[config.mk]
export PLATFORM = sky130hd
export DESIGN_NAME = boot_loader
export DESIGN_NICKNAME = d
export VERILOG_FILES = /design/src/rtl/boot_loader_pkg.sv /design/src/rtl/down_counter.sv /design/src/rtl/boot_loader.sv
export SDC_FILE = /design/constraint.sdc
export NUM_CORES = 1
export LEC_CHECK = 0
export CAP_MARGIN = 20
export CORE_ASPECT_RATIO = 0.7
export CORE_MARGIN = 2
export CORE_UTILIZATION = 30
export CTS_CLUSTER_SIZE = 12
export DETAILED_ROUTE_END_ITERATION = 6
export PLACE_DENSITY = 0.56
export SLEW_MARGIN = 20
export SYNTH_ARGS = -nofsm -noshare
export SYNTH_HDL_FRONTEND = slang
export SYNTH_SLANG_ARGS = --single-unit
[constraint.sdc]
create_clock -name clk_i -period 5.06 [get_ports clk_i]
set_input_delay 1.012 -clock clk_i [delete_from_list [all_inputs] [get_ports clk_i]]
set_output_delay 1.012 -clock clk_i [all_outputs]
set_load 0.005 [all_outputs]
[src/rtl/boot_loader_pkg.sv]
// Shared definitions for the flash-to-RAM boot copier: FSM encodings,
// bus widths and the default timing constants.
package boot_loader_pkg;

  typedef enum logic [2:0] {
    ST_IDLE        = 3'd0,
    ST_ISSUE       = 3'd1,
    ST_WAIT_FLASH  = 3'd2,
    ST_WRITE_SETUP = 3'd3,
    ST_WRITE_HOLD  = 3'd4,
    ST_NEXT        = 3'd5,
    ST_DONE        = 3'd6
  } state_e;

  localparam int FLASH_AW = 22;
  localparam int RAM_AW   = 18;
  localparam int DATA_W   = 16;
  localparam int WAIT_W   = 24;
  localparam int HOLD_W   = 4;

  // 12582920 cycles of flash access latency, 2 cycles of RAM write strobe.
  localparam logic [WAIT_W-1:0] DEF_FLASH_WAIT    = 24'd12582920;
  localparam logic [HOLD_W-1:0] DEF_RAM_WE_CYCLES = 4'd2;

endpackage

[src/rtl/down_counter.sv]
// Loadable down-counter with a zero flag; it saturates at zero so an
// idle enable never wraps it around.
module down_counter #(
  parameter int WIDTH = 8
) (
  input  logic             clk_i,
  input  logic             rst_i,
  input  logic             load_i,
  input  logic [WIDTH-1:0] load_val_i,
  input  logic             en_i,
  output logic             zero_o
);

  logic [WIDTH-1:0] count_q;

  // Load has priority over counting; counting stops at zero.
  always_ff @(posedge clk_i) begin
    if (rst_i) begin
      count_q <= '0;
    end else if (load_i) begin
      count_q <= load_val_i;
    end else if (en_i && (count_q != '0)) begin
      count_q <= count_q - WIDTH'(1);
    end
  end

  assign zero_o = (count_q == '0);

endmodule

[src/rtl/boot_loader.sv]
// Copies WORD_COUNT 16-bit words from a toggle-requested flash port into
// an asynchronous SRAM with an active-low, multi-cycle write strobe.
//
// state        | meaning
// -------------+-----------------------------------------------------
// ST_IDLE      | waiting for start after reset
// ST_ISSUE     | present flash address, toggle read request
// ST_WAIT_FLASH| count out flash latency, then capture data
// ST_WRITE_SETUP| address/data settled, drop ram_we
// ST_WRITE_HOLD| hold ram_we low, then release and count the word
// ST_NEXT      | advance to the next word or finish
// ST_DONE      | copy complete, waiting for a new start
module boot_loader
  import boot_loader_pkg::*;
#(
  parameter int unsigned         WORD_COUNT    = 1024,
  parameter logic [FLASH_AW-1:0] FLASH_BASE    = 22'h000000,
  parameter logic [RAM_AW-1:0]   RAM_BASE      = 18'h00000,
  parameter logic [WAIT_W-1:0]   FLASH_WAIT    = DEF_FLASH_WAIT,
  parameter logic [HOLD_W-1:0]   RAM_WE_CYCLES = DEF_RAM_WE_CYCLES
) (
  input  logic                clk_i,
  input  logic                rst_i,
  input  logic                start_i,
  output logic [FLASH_AW-1:0] flash_rd_addr_o,
  output logic                flash_rd_ctrl_o,
  input  logic [DATA_W-1:0]   flash_rd_data_i,
  output logic [RAM_AW-1:0]   ram_addr_o,
  output logic [DATA_W-1:0]   ram_data_o,
  output logic                ram_we_o,
  output logic                ram_oe_o,
  output logic                busy_o,
  output logic                done_o,
  output logic [15:0]         words_done_o
);

  localparam logic [15:0] LAST_IDX = 16'(WORD_COUNT - 1);
  // Timers expire on the cycle they read zero, so loading N-1 puts the
  // flash sample exactly FLASH_WAIT edges after the toggle edge and keeps
  // ram_we low for exactly RAM_WE_CYCLES cycles.
  localparam logic [WAIT_W-1:0] WAIT_LOAD = FLASH_WAIT - WAIT_W'(1);
  localparam logic [HOLD_W-1:0] HOLD_LOAD = RAM_WE_CYCLES - HOLD_W'(1);

  state_e              state_q;
  logic [15:0]         idx_q;
  logic [FLASH_AW-1:0] flash_rd_addr_q;
  logic                flash_rd_ctrl_q;
  logic [RAM_AW-1:0]   ram_addr_q;
  logic [DATA_W-1:0]   ram_data_q;
  logic                ram_we_q;
  logic                busy_q;
  logic                done_q;
  logic [15:0]         words_done_q;
  logic                wait_zero;
  logic                hold_zero;

  down_counter #(.WIDTH(WAIT_W)) u_wait_cnt (
    .clk_i      (clk_i),
    .rst_i      (rst_i),
    .load_i     (state_q == ST_ISSUE),
    .load_val_i (WAIT_LOAD),
    .en_i       (state_q == ST_WAIT_FLASH),
    .zero_o     (wait_zero)
  );

  down_counter #(.WIDTH(HOLD_W)) u_hold_cnt (
    .clk_i      (clk_i),
    .rst_i      (rst_i),
    .load_i     (state_q == ST_WRITE_SETUP),
    .load_val_i (HOLD_LOAD),
    .en_i       (state_q == ST_WRITE_HOLD),
    .zero_o     (hold_zero)
  );

  // Copy sequencer; all bus outputs are registered here.
  always_ff @(posedge clk_i) begin
    if (rst_i) begin
      state_q         <= ST_IDLE;
      idx_q           <= '0;
      flash_rd_addr_q <= FLASH_BASE;
      flash_rd_ctrl_q <= 1'b0;
      ram_addr_q      <= RAM_BASE;
      ram_data_q      <= '0;
      ram_we_q        <= 1'b1;
      busy_q          <= 1'b0;
      done_q          <= 1'b0;
      words_done_q    <= '0;
    end else begin
      case (state_q)
        ST_IDLE, ST_DONE: begin
          if (start_i) begin
            idx_q        <= '0;
            words_done_q <= '0;
            done_q       <= 1'b0;
            busy_q       <= 1'b1;
            state_q      <= ST_ISSUE;
          end
        end
        ST_ISSUE: begin
          flash_rd_addr_q <= FLASH_BASE + {6'd0, idx_q};
          flash_rd_ctrl_q <= ~flash_rd_ctrl_q;
          state_q         <= ST_WAIT_FLASH;
        end
        ST_WAIT_FLASH: begin
          if (wait_zero) begin
            ram_data_q <= flash_rd_data_i;
            ram_addr_q <= RAM_BASE + {2'd0, idx_q};
            state_q    <= ST_WRITE_SETUP;
          end
        end
        ST_WRITE_SETUP: begin
          ram_we_q <= 1'b0;
          state_q  <= ST_WRITE_HOLD;
        end
        ST_WRITE_HOLD: begin
          if (hold_zero) begin
            ram_we_q     <= 1'b1;
            words_done_q <= words_done_q + 16'd1;
            state_q      <= ST_NEXT;
          end
        end
        ST_NEXT: begin
          if (idx_q == LAST_IDX) begin
            busy_q  <= 1'b0;
            done_q  <= 1'b1;
            state_q <= ST_DONE;
          end else begin
            idx_q   <= idx_q + 16'd1;
            state_q <= ST_ISSUE;
          end
        end
        default: begin
          ram_we_q <= 1'b1;
          busy_q   <= 1'b0;
          state_q  <= ST_IDLE;
        end
      endcase
    end
  end

  assign flash_rd_addr_o = flash_rd_addr_q;
  assign flash_rd_ctrl_o = flash_rd_ctrl_q;
  assign ram_addr_o      = ram_addr_q;
  assign ram_data_o      = ram_data_q;
  assign ram_we_o        = ram_we_q;
  assign ram_oe_o        = 1'b1;
  assign busy_o          = busy_q;
  assign done_o          = done_q;
  assign words_done_o    = words_done_q;

endmodule

Yosys cells after proc, flatten, opt, wreduce, memory -nomap -nowiden
Cells that the tools add are included.

storage, ports and cells
  bits in registers = 115
  input bits = 19
  output and inout port bits = 77
  word-level logic and storage cells = 78

cells by class
  add/subtract/negate cells = 4
  equal/unequal tests = 12
  muxes and demuxes = 22
  bitwise gates (word level) = 3
  reduce and logical (&&, ||, !) cells = 23

operators with widths
  kind                                                    count
  case mux 16 bit (2 select lines)                        2
  two-way mux 16 bit                                      3
  two-way mux 24 bit                                      2
  adder 16 x 1 -> 16 bit (second input constant)          2
  zero test 24 bit                                        1
  nonzero test 24 bit                                     1
  subtractor 24 x 1 -> 24 bit (second input constant)     1
  case mux 3 bit (6 select lines)                         1
  equality test 16 x 10 -> 1 bit (second input constant)  1
  AND reduction 3 bit                                     5
  two-way mux 3 bit                                       4
  inequality test 2 bit (second input constant)           5
  equality test 3 bit (second input constant)             3
  nonzero test 2 bit                                      4
  two-way mux 1 bit                                       7
  equality test 3 x 2 -> 1 bit (second input constant)    2
  case mux 1 bit (3 select lines)                         2
  OR reduction 2 bit                                      3
  OR reduction 5 bit                                      1
  zero test 4 bit                                         1
  AND reduction 2 bit                                     2
  nonzero test 4 bit                                      1
  OR reduction 4 bit                                      1
  subtractor 4 x 1 -> 4 bit (second input constant)       1
  other kinds (5)                                         8

Logic depth before layout (Yosys ltp)
  word-level depth = 4
  gate-level depth with buffers = 8
  gate-level depth less buffers = 7

Hierarchy
A second synthesis with hierarchy kept.

second synthesis, totals
  cells, all modules = 685
  area total of the unflattened synthesis = 5661.7 um^2

by module, submodules not included
  module                      instances  cells each  area each (um^2)  seq. area each (um^2)
  boot_loader                 1          476         3839.9            1741.7
  down_counter at u_wait_cnt  1          180         1559.0            480.5
  down_counter at u_hold_cnt  1          29          262.8             80.1

Worst setup path after synthesis
Ideal clock, no wire load.

  path type = register -> register
  start = reg u_wait_cnt.count_q[16]
  end = reg ram_addr_q[14] (netlist: ram_addr_o[14])
  setup time = 128 ps
  data arrival time = 2188 ps
  data required time = 4932 ps
  path slack = 2745 ps
  stages on the path, launching flop included = 8
  buffers on the path = 2
  period minus slack after synthesis = 2315 ps
  cell sequence = dfxtp_1 or4_1 or2_1 clkbuf_1 nor4_4 buf_6 mux2i_1 nor2_1

on the way
  word-level cells in the longest chain between the ends = 2

ends and longest elaborated chain
  item                           RTL line            source
  start: declaration             down_counter.sv:14  logic [WIDTH-1:0] count_q;
  start signal: assignment       down_counter.sv:21  count_q <= load_val_i;
  start signal: assignment       down_counter.sv:23  count_q <= count_q - WIDTH'(1);
  zero test 24 bit               down_counter.sv:27  assign zero_o = (count_q == '0);
  AND reduction 2 bit (no line)  --
  end signal: assignment         boot_loader.sv:107  ram_addr_q <= RAM_BASE + {2'd0, idx_q};
  end: declaration               boot_loader.sv:48   logic [RAM_AW-1:0] ram_addr_q;

No other way between the ends.
A chain may end at the register's enable or synchronous reset.

Worst setup path after layout
  start = reg state_q[0]
  end = reg u_wait_cnt.count_q[3]

on the way
  word-level cells in the longest chain between the ends = 2
  elaborated cells on any way between the ends = 4
  classes of those cells = eq/ne (2); reduce/logical (2)

ends and longest elaborated chain
  item                                                                                 RTL line                              source
  start: declaration                                                                   boot_loader.sv:44                     state_e state_q;
  start signal: assignment                                                             boot_loader.sv:78                     state_q <= ST_IDLE;
  start signal: assignment                                                             boot_loader.sv:96                     state_q <= ST_ISSUE;
  start signal: assignment                                                             boot_loader.sv:102                    state_q <= ST_WAIT_FLASH;
  equality test 3 x 1 -> 1 bit / equality test 3 x 2 -> 1 bit (equally long branches)  boot_loader.sv:60, boot_loader.sv:62
  OR reduction 2 bit (no line) / logical AND 1 bit (equally long branches)             --

Parallel ways exist; a longest one is shown, timed or not.

==> impl_results.md <==
- RSZ-0062 raised after global routing: no
- Main synth FF type: dfxtp_1
- Die Wd: 160.5 um
- Outcome: complete, no violations
- Num Clock Sinks: 115
- Htree depth: 4
- Post-CTS Setup Inserts: 0
- Pleak: 2.222 nW
- Internal power: 0.002253 W
- DRC viols: 0
- Root buffer selected by CTS: clkbuf_16
- Worst clock skew: 0.01011 ns
- CTS-repair resized insts: 0
- Final Wtd Congestion: 0.7645
- Post-route ant nets: 0
- Crit path arrival time: approximately 3.3 ns
- Power Total: 0.003497 W
- Area leader, netlist: dfxtp_1
- Clk_lat worst skew: 0.41 ns
- Initial antenna violation count: 0
- Period utilization: 59.20%
- Final core utilization: 39.69%
- Synth unique cells: 53
- Final hold violation count: 0
- Vias in the first global route: 4,303
- Critical Path RT: 5.35 ns
- Area growth syn-to-layout: 30.92%
- Critical path capture point type: register
- Initial core utilization: 30.32%
- Slew margin rel.: 33.89%
- Die Y-Extent: 113.6 um
- Full die area: 18,230 um^2
- Register area share after synthesis: 44.76%
- Maximum fanout along the worst path: 30
- Critical Path Source Type: register
- Pre-antenna DRT Iters: 4
- Fillers: between 1,500 and 2,000
- Top cell type's share of synthesized area: 44.76%
- CTS tree: done
- TNS Setup: 0 ns
- DR WL/cell: 14.13 um
- Synth Instances: 593
- Count leader, synth: dfxtp_1
- Max VDD drop: ~0.23 mV
- DRT Wirelength: 12.85 mm
- Setup-failing EPs final: 0
- Switching pwr: between 0.001 and 0.0015 W
- Ranking of synthesized cells by area: dfxtp_1 (45%), nor2_1 (7.0%), mux2i_1 (6.8%)
- CTS clk-pin slew, worst paths: roughly 0.05 ns
- Final-report max-slew violation count: 0
- Ant. Diodes: 0
- Post-synth top cells: dfxtp_1 (115), nor2_1 (96), nand2_1 (48)
- Asr flop ratio synth: 0%
- Minimum clock period after layout: 2.995 ns
- First-pass GRT wire length: ~22 mm
- Net Sw Frac: a little over a third
- Clock power share: 35.5%
- Placeable core area: about 17,000 um^2
- Final Net Count: 688
- YS warnings: 0
- Combinational Power Share: between 30% and 40%
- Post-synth EDFFs: 0
- Port buffer count: 86
- I/O pins: 96
- Flop pwr share: 32.8%
- Power density over the cells: 519.2 nW/um^2
- Share of layout cells above drive strength 1: 6.637%
- CTS max path bufs: 2
- Worst hold path type: register to register
- Fmax: around 330 MHz
- Least-Margin Pin Slew: 0.9917 ns
- Setup CP Type: register to register
- Hold Buf Count CTS: 0
- DP Wirelength: 8.671 mm
- Num CTS Buffers: 17
- Maxcap violations: 0
- First DRT Iteration DRCs: about 290
- Largest net degree at the start of global routing: 34
- Overflow after GRT: 0
- Synth Register Bits: 115
- Synth Area per Inst: 8.674 um^2
- Row Count: 40
- Total GRT Usage: between 10 and 15%
- Mapped cell area: 5144 um^2
- Vias: 4,436
- DR vias/cell: just under 5
## placed cells by master (no fill, tap or decap), drive strengths merged, types with 13 or more instances in the layout
cell type and n:
clkbuf 23, xor2 13, o21ai 15, inv 14
mux2i 35, nor4 14, nor2 96, xnor2 26
dfxtp 115, nor3 24, nand2 48, nand3 14
a21oi 38, clkdlybuf4s50 85
## kinds of logic (layout without fill, tap and decap cells)
logic type	after synthesis	in the layout	share of synthesized area [%]
muxes	35	35	6.811
other	2	9	0.1460
DFF	115	115	44.76
and+or+nand+nor	256	256	25.20
adders and majority gates	5	5	1.168
xor gates and xnor gates	39	39	6.641
buffers and inverters	58	136	5.473
AOI/OAI and AO/OA	83	83	9.803
## area by class of cell
type	count	area, um^2	area share (%)
tap	231	289.0	4.292
multi-input combinational	427	2592	38.50
inverter	14	52.55	0.7804
timing repair buffer	90	885.9	13.15
clock inverter	9	153.9	2.285
clock buffer	23	457.9	6.800
sequential	115	2302	34.19
## stage by stage
| stage | cell area [um^2] | hold slack (ns) | instances | worst slack, ns |
|---|---|---|---|---|
| 2_1_floorplan | 5170 | 0.4444 | 600 | 2.745 |
| 3_3_place_gp | 6122 | 0.4446 | 877 | 1.909 |
| 3_5_place_dp | 6122 | 0.4514 | 877 | 1.842 |
| 4_1_cts | 6734 | 0.4590 | 909 | 2.056 |
| 5_1_grt | 6734 | 0.4796 | 909 | 1.726 |
| 6_report | 6734 | 0.4539 | 909 | 2.065 |
## flip-flops by register name (all words and copies together) (netlist names)
register / cells
idx_q: 16
flash_rd_ctrl_o: 1
u_wait_cnt.count_q: 24
flash_rd_addr_o: 16
u_hold_cnt.count_q: 4
busy_o: 1
ram_addr_o: 16
ram_data_o: 16
state_q: 3
done_o: 1
ram_we_o: 1
words_done_o: 16
## critical path, stage by stage (launching register included)
cell,delay (ns)
dfxtp_1,0.91
nand3_1,0.85
nand2_1,0.84
or4_1,0.20
o21ai_0,0.07
## power by group through the flow
stage | Clock (W) | Sequential (W) | Combinational, W
final | 0.00124 | 0.00115 | 0.00111
after global routing | 0.00132 | 0.00117 | 0.00124
after CTS | 0.00127 | 0.00114 | 0.00112
after detailed placement | 0 | 0.00116 | 0.00111
after global placement | 0 | 0.00115 | 0.00108
after floorplan | 0 | 0.00110 | 0.000895
## per-layer routing
layer  global-route usage [%]  vias up  part of all wire [%]
li1                         -     2205                     -
met4                    3.544        0                  0.53
met3                    5.745        4                   7.2
met1                    20.19     2112                    50
met5                        0        -                     0
met2                    21.75      115                    42
## path summary, 6_finish.rpt
path / start / to / slack [ns] / depth (start not counted)
max: state_q[0]$_SDFFE_PP0P_ / u_wait_cnt.count_q[3]$_SDFFE_PP0P_ / 2.06 / 4
min: flash_rd_addr_o[11]$_SDFFE_PP0P_ / flash_rd_addr_o[11]$_SDFFE_PP0P_ / 0.45 / 2
max reg2reg: state_q[0]$_SDFFE_PP0P_ / u_wait_cnt.count_q[3]$_SDFFE_PP0P_ / 2.06 / 4
min reg2reg: flash_rd_addr_o[11]$_SDFFE_PP0P_ / flash_rd_addr_o[11]$_SDFFE_PP0P_ / 0.45 / 2
(Power assumes the default switching activity.)
